`src/rtl/ct_had_etm_pkg.sv`:
```
// Shared encodings for the HAD ETM cross-trigger stage.
package ct_had_etm_pkg;

    // Width of the outgoing pulse-length counter.
    localparam int unsigned CntW = 4;

    // Outgoing-request FSM state encoding.
    typedef enum logic [1:0] {
        StIdle  = 2'd0,
        StEnter = 2'd1,
        StExit  = 2'd2,
        StGap   = 2'd3
    } etm_out_st_e;

endpackage

```
`src/rtl/ct_had_etm_out_fsm.sv`:
```
// Outgoing enter/exit debug-request pulse generator. Queues core debug-mode
// edges and replays them as fixed-length, mutually exclusive levels with a
// one-cycle gap between pulses.
module ct_had_etm_out_fsm
    import ct_had_etm_pkg::*;
#(
    parameter int unsigned PULSE_CYC = 4
) (
    input  logic clk_i,
    input  logic rst_i,
    input  logic mode_rise_i,
    input  logic mode_fall_i,
    output logic x_enter_dbg_req_o,
    output logic x_exit_dbg_req_o
);

    localparam logic [CntW-1:0] PulseLd = CntW'(PULSE_CYC);

    etm_out_st_e     state_q, state_d;
    logic [CntW-1:0] cnt_q, cnt_d;
    logic            enter_pend_q, enter_pend_d;
    logic            exit_pend_q, exit_pend_d;
    // Direction of the pulse most recently issued (1 = exit); picks the GAP successor.
    logic            last_exit_q, last_exit_d;
    logic            start_enter, start_exit;

    // Next-state: queue edges in every state, launch pulses from IDLE/GAP.
    always_comb begin
        state_d      = state_q;
        cnt_d        = cnt_q;
        last_exit_d  = last_exit_q;
        // A strobe arriving this cycle counts as pending, so IDLE can launch at once.
        enter_pend_d = enter_pend_q | mode_rise_i;
        exit_pend_d  = exit_pend_q | mode_fall_i;
        start_enter  = 1'b0;
        start_exit   = 1'b0;

        unique case (state_q)
            StIdle: begin
                if (enter_pend_d) begin
                    start_enter = 1'b1;
                end else if (exit_pend_d) begin
                    start_exit = 1'b1;
                end
            end
            StEnter, StExit: begin
                if (cnt_q != '0) begin
                    cnt_d = cnt_q - 1'b1;
                end
                if (cnt_q <= CntW'(1)) begin
                    state_d = StGap;
                end
            end
            StGap: begin
                // Opposite direction first, then a repeat of the same one.
                if (last_exit_q) begin
                    if (enter_pend_d) begin
                        start_enter = 1'b1;
                    end else if (exit_pend_d) begin
                        start_exit = 1'b1;
                    end else begin
                        state_d = StIdle;
                    end
                end else begin
                    if (exit_pend_d) begin
                        start_exit = 1'b1;
                    end else if (enter_pend_d) begin
                        start_enter = 1'b1;
                    end else begin
                        state_d = StIdle;
                    end
                end
            end
            default: state_d = StIdle;
        endcase

        if (start_enter) begin
            state_d      = StEnter;
            cnt_d        = PulseLd;
            enter_pend_d = 1'b0;
            last_exit_d  = 1'b0;
        end else if (start_exit) begin
            state_d      = StExit;
            cnt_d        = PulseLd;
            exit_pend_d  = 1'b0;
            last_exit_d  = 1'b1;
        end
    end

    // State, counter and pend-flag registers.
    always_ff @(posedge clk_i) begin
        if (rst_i) begin
            state_q      <= StIdle;
            cnt_q        <= '0;
            enter_pend_q <= 1'b0;
            exit_pend_q  <= 1'b0;
            last_exit_q  <= 1'b0;
        end else begin
            state_q      <= state_d;
            cnt_q        <= cnt_d;
            enter_pend_q <= enter_pend_d;
            exit_pend_q  <= exit_pend_d;
            last_exit_q  <= last_exit_d;
        end
    end

    assign x_enter_dbg_req_o = (state_q == StEnter);
    assign x_exit_dbg_req_o  = (state_q == StExit);

endmodule

```
`src/rtl/ct_had_etm_trig.sv`:
```
// HAD cross-trigger control: turns synchronized external enter/exit debug
// request levels into held halt/resume requests, and drives the outgoing
// enter/exit levels from core debug-mode transitions.
module ct_had_etm_trig
    import ct_had_etm_pkg::*;
#(
    parameter int unsigned PULSE_CYC = 4
) (
    input  logic forever_cpuclk,
    input  logic cpurst,
    input  logic regs_etm_trig_en,
    input  logic x_enter_dbg_req_i,
    input  logic x_exit_dbg_req_i,
    input  logic had_core_dbg_mode,
    input  logic ctrl_etm_halt_ack,
    input  logic ctrl_etm_resume_ack,
    output logic etm_ctrl_halt_req,
    output logic etm_ctrl_resume_req,
    output logic x_enter_dbg_req_o,
    output logic x_exit_dbg_req_o
);

    logic enter_prev_q, exit_prev_q, mode_prev_q;
    logic halt_pend_q, halt_pend_d;
    logic resume_pend_q, resume_pend_d;
    logic enter_edge, exit_edge, mode_rise, mode_fall;

    assign enter_edge = x_enter_dbg_req_i & ~enter_prev_q;
    assign exit_edge  = x_exit_dbg_req_i & ~exit_prev_q;
    assign mode_rise  = had_core_dbg_mode & ~mode_prev_q;
    assign mode_fall  = ~had_core_dbg_mode & mode_prev_q;

    // Halt/resume pend flags; clear wins over set. The mode qualifier on each
    // set term drops whichever simultaneous edge is invalid for the current mode.
    always_comb begin
        halt_pend_d   = halt_pend_q;
        resume_pend_d = resume_pend_q;
        if (ctrl_etm_halt_ack || mode_rise || !regs_etm_trig_en) begin
            halt_pend_d = 1'b0;
        end else if (enter_edge && !had_core_dbg_mode) begin
            halt_pend_d = 1'b1;
        end
        if (ctrl_etm_resume_ack || mode_fall || !regs_etm_trig_en) begin
            resume_pend_d = 1'b0;
        end else if (exit_edge && had_core_dbg_mode) begin
            resume_pend_d = 1'b1;
        end
    end

    // Edge-detect history and request flops.
    always_ff @(posedge forever_cpuclk) begin
        if (cpurst) begin
            enter_prev_q  <= 1'b0;
            exit_prev_q   <= 1'b0;
            mode_prev_q   <= 1'b0;
            halt_pend_q   <= 1'b0;
            resume_pend_q <= 1'b0;
        end else begin
            enter_prev_q  <= x_enter_dbg_req_i;
            exit_prev_q   <= x_exit_dbg_req_i;
            mode_prev_q   <= had_core_dbg_mode;
            halt_pend_q   <= halt_pend_d;
            resume_pend_q <= resume_pend_d;
        end
    end

    assign etm_ctrl_halt_req   = halt_pend_q;
    assign etm_ctrl_resume_req = resume_pend_q;

    ct_had_etm_out_fsm #(
        .PULSE_CYC (PULSE_CYC)
    ) u_out_fsm (
        .clk_i             (forever_cpuclk),
        .rst_i             (cpurst),
        .mode_rise_i       (mode_rise),
        .mode_fall_i       (mode_fall),
        .x_enter_dbg_req_o (x_enter_dbg_req_o),
        .x_exit_dbg_req_o  (x_exit_dbg_req_o)
    );

endmodule

```
`config.mk`:
```
export PLATFORM = sky130hd
export DESIGN_NAME = ct_had_etm_trig
export DESIGN_NICKNAME = d
export VERILOG_FILES = /design/src/rtl/ct_had_etm_pkg.sv /design/src/rtl/ct_had_etm_out_fsm.sv /design/src/rtl/ct_had_etm_trig.sv
export SDC_FILE = /design/constraint.sdc
export NUM_CORES = 1
export LEC_CHECK = 0
export ABC_CLOCK_PERIOD_IN_PS = 1600
export CAP_MARGIN = 20
export CORE_ASPECT_RATIO = 0.8
export CORE_MARGIN = 2
export CORE_UTILIZATION = 45
export DETAILED_ROUTE_END_ITERATION = 7
export PLACE_DENSITY = 0.75
export SLEW_MARGIN = 10
export SYNTH_ARGS = -nofsm -noshare
export SYNTH_HDL_FRONTEND = slang
export SYNTH_SLANG_ARGS = --single-unit
```
`constraint.sdc`:
```
create_clock -name forever_cpuclk -period 1.6 [get_ports forever_cpuclk]
set_input_delay 0.32 -clock forever_cpuclk [delete_from_list [all_inputs] [get_ports forever_cpuclk]]
set_output_delay 0.32 -clock forever_cpuclk [all_outputs]
set_load 0.01 [all_outputs]
```
Word level (Yosys, flattened, before mapping)
Index checks and enable logic that the tools add are counted.

Add/sub/neg operators: 1. Equality and inequality tests: 9. Divide/modulo/power cells: 0. Shifts and indexed selects: 0. $mul: 0. Reductions and logical operators: 23. $lt $le $gt $ge: 1. Bitwise logic cells: 10. Mux-type cells: 23.

Operators by type and width (count): 2-bit 2-to-1 mux (7); 3-bit 2-to-1 mux (4); 1-bit 2-to-1 mux (9); 3-bit nonzero test (3); 4-bit by 2-bit inequality test with 1-bit output, second input constant (2); 4-bit AND reduction (2); 4-bit nonzero test (2); 2-bit OR reduction (4); 3-bit by 2-bit inequality test with 1-bit output, second input constant (2); 1-bit bitwise AND (4); 2-bit equality test, second input constant (2); 4-bit by 1-bit <= comparator with 1-bit output, second input constant (1); 1-bit logical OR (4); 4-bit by 1-bit inequality test with 1-bit output, second input constant (1); 1-bit inverter (4); 1-bit case mux with 2 select lines (2); 2-bit case mux with 2 select lines (1); 2-bit AND reduction (2); 4-bit by 1-bit subtractor with 4-bit output, second input constant (1); 3-bit by 1-bit inequality test with 1-bit output, second input constant (1); 3-bit OR reduction (1); 2-bit by 1-bit equality test with 1-bit output, second input constant (1); 1-bit logical AND (2); 1-bit zero test (2); 2 further kinds (3).

Memories kept: 0. Memory bits (read-only): 0. RAM bits: 0. Bits in latches: 0. Flip-flop bits (word level): 14. Word-level logic and storage cells: 79.

Longest topological paths before layout
Depth in word-level cells: 9. Gate-level depth with buffers: 6. Gate-level depth less buffers: 6.

Hierarchy
A second synthesis with hierarchy kept.

Cells, all modules: 87. Area total of the unflattened synthesis: 759.5 sq um.

By module, submodules not included: ct_had_etm_out_fsm (times used 1, area each 573.0 sq um, cells each 70); ct_had_etm_trig (times used 1, area each 186.4 sq um, cells each 17).

Worst setup path after synthesis
OpenSTA, ideal clock, no wires.

Path type: reg-to-reg. Start point: register u_out_fsm.state_q[0]. End point: register u_out_fsm.state_q[0]. Slack: 0.039 ns. Buffers on the path: 0. Period minus slack after synthesis: 1.561 ns. Arrival: 1.443 ns. Stages on the path, launching flop included: 6. Cells stage by stage: dfxtp_1 > inv_1 > ha_1 > nor2_1 > o211ai_2 > o221a_1.

Longest elaborated chain between the ends: 5. Elaborated cells on any way between the ends: 15. Those cells by class: eq/ne: 6; mux: 5; reduce/logical: 4.

RTL lines: start: declaration (line ct_had_etm_out_fsm.sv:19) `etm_out_st_e state_q, state_d;`; start signal: assignment (line ct_had_etm_out_fsm.sv:93) `state_q <= StIdle;`; start signal: assignment (line ct_had_etm_out_fsm.sv:99) `state_q <= state_d;`; 2-bit by 1-bit equality test with 1-bit output / 2-bit equality test (equally long branches) (line ct_had_etm_out_fsm.sv:38) `unique case (state_q)`; 2-bit OR reduction (line ct_had_etm_out_fsm.sv:38); 2-bit case mux with 2 select lines (line ct_had_etm_out_fsm.sv:38); 2-bit 2-to-1 mux (line ct_had_etm_out_fsm.sv:82) `end else if (start_exit) begin`; 1-bit 2-to-1 mux (line ct_had_etm_out_fsm.sv:77) `if (start_enter) begin`.

Several ways; a longest one is shown, not always the timed one. A chain may end at the register's enable or synchronous reset.

Worst setup path after layout
Start point: register u_out_fsm.state_q[0]. End point: output x_exit_dbg_req_o.

Longest elaborated chain between the ends: 1.

RTL lines: 2-bit equality test (line ct_had_etm_out_fsm.sv:108) `assign x_exit_dbg_req_o = (state_q == StExit);`; end: declaration (line ct_had_etm_trig.sv:20) `output logic x_exit_dbg_req_o`.

Every way passes these cells.

==> flow_summary.yaml <==
timing:
  rsz0062_at_grt: "yes"
  final_hold_vio_count: 0
  drv_slew: 0
  max-slew-margin-rel_pct: 72.2
  max_freq_mhz: 639
  worst_pin_slew_ps: 414
  period_share_pct: 97.8
  fin_crit_ps: 1560
  setup_viol: 0
  whs_ps: 479
  clock_skew_ps: 1.59
clock_tree:
  tritoncts: "yes"
  post_cts_hold_buffer_count: 0
  clock_tree.root_cell: "clkbuf_4"
  clock_path_buffers: 2
  clock_tree.htree_level_count: 1
  post_cts.repair.setup_buffers: 0
  numCtsBuffers: 3
  clk_latency_ps: 280
  clock_sinks: 14
  path_clk_slew_ps: 80
synthesis:
  netlist_instances: 81
  synth.avg_cell_area_um2: 9.19
  sequential_cell_area_fraction_in_the_yosys_report_pct: 37.6
  ys_warn_count: 0
  synth_fp_nets: 96
  synth_largest_area_cell: "dfxtp_1"
  synth_top_cells_by_area: "dfxtp_1 38%, ha_1 12%, inv_1 4.0%"
  synth.ff_latch_count: 14
  netlist.area_leader.share_pct: 37.6
  synthesis.area_um2: 744
  number_of_different_library_cells_in_the_post_synthesis_netlist: 33
floorplan:
  core_region_area_mm2: 0.00159
  design.die.area_mm2: 0.00200
  die_height_um: 40.4
  floorplan.initialDensity_pct: 46.7
  dieWidth_um: 49.5
  io_pins: 12
  num_rows: 13
place:
  place.gp.congestion: 0.816
  detailedPlacementHpwl_mm: 1.26
  place.port_buffers: 11
route:
  routed_via_density: 5.23
  totalWireLength_mm: 1.67
  highest_routing_layer_actually_used: "met4"
  drc_errors: 0
  dr_total_vias: 669
  route.met3.wl_um: 73
  route.antenna.remaining_nets: 0
  detail_route.wirelength.met1_um: 844
  routed_wire_length_per_instance_um: 13.0
  drtPass1Iterations: 4
  drtIter0Drc: 10
  met2RoutedLength_um: 741
cells_and_area:
  filler_cell_count: 143
  final_net_count: 122
  largest_register_ffs: 4
  regArea_um2: 283
  area_occupied_by_multi_input_gates_um2: 477
  post_route_cells_drive_above_1_share_pct: 26.4
  areaGrowthSynthToFinish_pct: 39.8
  top_register: "u_out_fsm.cnt_q"
  largest_registers: "u_out_fsm.cnt_q (4), u_out_fsm.state_q (2)"
  n_antenna_cell: 0
setup_path:
  timing.reg2reg.worst_path_depth: 5
  timing.critical_path.buf_inv: 3
  critPathKind: "reg2out"
  critical_path_peak_fanout: 2
  worstSetupEndpointType: "output pin"
  timing.critical_path.slowest_stage_cell: "dfxtp_2"
  cp.required_ps: 1280
  arrival_ps: 1240
  critPathCapture: "x_exit_dbg_req_o"
  critical_path_cell_count: 4
  critPathMaxStageDelay_ps: 330
  regToRegStartpoint: "u_out_fsm.state_q[0]$_SDFFE_PP0P_"
  path_delay_family: "buffers and inverters"
  critical_path.cell_chain: "inv_1 -> buf_4 -> ha_1 -> clkdlybuf4s15_1"
  worst_setup_path_start_kind: "flip-flop"
  startpoint: "u_out_fsm.state_q[0]$_SDFFE_PP0P_"
  r2r-end: "u_out_fsm.state_q[0]$_SDFFE_PP0P_"
  reg2reg_slack_ps: 50
job:
  drv_cap: 0
global_route:
  grt_max_degree: 9
  initial_antenna_violation_count: 0
  first_pass_grt_wire_length_mm: 2.72
  via_count_of_the_first_global_routing_pass: 610
  grt_use_total_pct: 18.6
  grt.overflow.total: 0
pwr:
  p_per_area_mw_per_mm2: 1750
  power_mw: 1.82
  leakagePower_nw: 0.446
  irDropWorstVdd_mv: 1.14
status:
  status: "finished, final reports clean"
min_path:
  hp-class: "reg2reg"
-- through the flow --
step	std cells	setup slack, ps	setup TNS [ps]	cell area [um^2]	utilization (%)
after floorplan	81	38.5	0	744	-
after global placement	124	-215	-790	957	60.0
after detailed placement	124	-241	-1030	957	60.0
after CTS	128	2.14	0	993	62.3
after global routing	128	-17.8	-17.8	1040	65.3
final	128	35.2	0	1040	65.3
-- worst min-delay path by stage --
stage                                                  start                            endpoint  slack, ps  cells past startpoint
after global placement    u_out_fsm.last_exit_q$_SDFFE_PP0P_  u_out_fsm.last_exit_q$_SDFFE_PP0P_        460                      2
final                     u_out_fsm.last_exit_q$_SDFFE_PP0P_  u_out_fsm.last_exit_q$_SDFFE_PP0P_        480                      2
after global routing      u_out_fsm.last_exit_q$_SDFFE_PP0P_  u_out_fsm.last_exit_q$_SDFFE_PP0P_        490                      2
after CTS                 u_out_fsm.last_exit_q$_SDFFE_PP0P_  u_out_fsm.last_exit_q$_SDFFE_PP0P_        480                      2
after detailed placement  u_out_fsm.last_exit_q$_SDFFE_PP0P_  u_out_fsm.last_exit_q$_SDFFE_PP0P_        470                      2
after floorplan                                       cpurst     u_out_fsm.cnt_q[2]$_SDFFE_PP0P_        390                      1
-- power by group --
group | internal [mW] | switching (mW) | total (mW)
sequential | 0.440 | 0.0781 | 0.518
clock | 0.139 | 0.119 | 0.258
combinational | 0.526 | 0.520 | 1.05
total | 1.10 | 0.717 | 1.82
-- worst register-to-register path: stages (launching register included) --
cell	delay, ps
dfxtp_2	330
inv_1	70
buf_4	150
ha_1	240
o41a_1	430
o221a_1	230
-- kinds of logic (layout without fill, tap and decap cells) --
group	Yosys count	count (layout)	share of synthesized area (%)
adder cells (fa/ha/maj)	7	7	11.8
multiplexers	1	1	1.34
flip-flops	14	14	37.6
AND/OR/NAND/NOR	28	28	21.7
AO/OA/AOI/OAI	20	20	20.7
XOR/XNOR	2	2	2.35
buffers and inverters	9	34	4.54
-- area by class of cell --
type / instances / area share, %
Tap cell: 22 / 2.64
Clock buffer: 4 / 3.49
Sequential cell: 14 / 27.2
Multi-Input combinational cell: 58 / 45.8
Inverter: 9 / 3.25
Timing Repair Buffer: 21 / 17.7
-- placed cells by master (no fill, tap or decap), types with 2 or more instances in the layout --
cell type        count
clkbuf_4             3
inv_1                7
nor2_1               4
o31ai_1              2
nor3_1               3
dfxtp_1             12
buf_4               10
nor2b_1              4
and3_1               4
a21oi_1              4
ha_1                 5
xnor2_1              2
nand2_1              4
inv_2                2
clkdlybuf4s50_1      9
nor3b_1              2
dfxtp_2              2
ha_4                 2
a31oi_1              2
-- what timing repair did --
action / CTS / global route
endpoints found under the setup margin: 3 / 5
hold endpoints to repair: 0 / 0
gates resized for setup: 3 / 11
pin swaps: 0 / 1
-- synth_stat cells --
cell type,count
o311ai_1,1
o41a_1,1
a311oi_1,1
o21ai_1,1
xnor2_1,2
inv_2,1
and2b_2,1
a32o_1,1
o41ai_1,1
nor3b_1,2
nor2b_2,1
nor3_1,3
a21oi_1,4
nand2_1,4
o221a_1,1
a31oi_1,2
nor4_1,1
o221ai_1,1
nand2b_2,1
nor2_1,5
ha_1,7
nand2b_1,1
o31ai_1,2
inv_1,8
dfxtp_1,14
o31a_1,1
o211ai_2,1
or2_4,1
a21boi_1,1
and3_1,4
nor2b_1,4
o21ai_0,1
mux2i_1,1
-- metal layers --
layer | track usage [%] | vias up
met2 | 30.7 | 13
li1 | - | 346
met5 | 0 | -
met1 | 24.4 | 308
met3 | 5.60 | 2
met4 | 4.17 | 0
No activity file was read; power rests on OpenSTA's default activity.
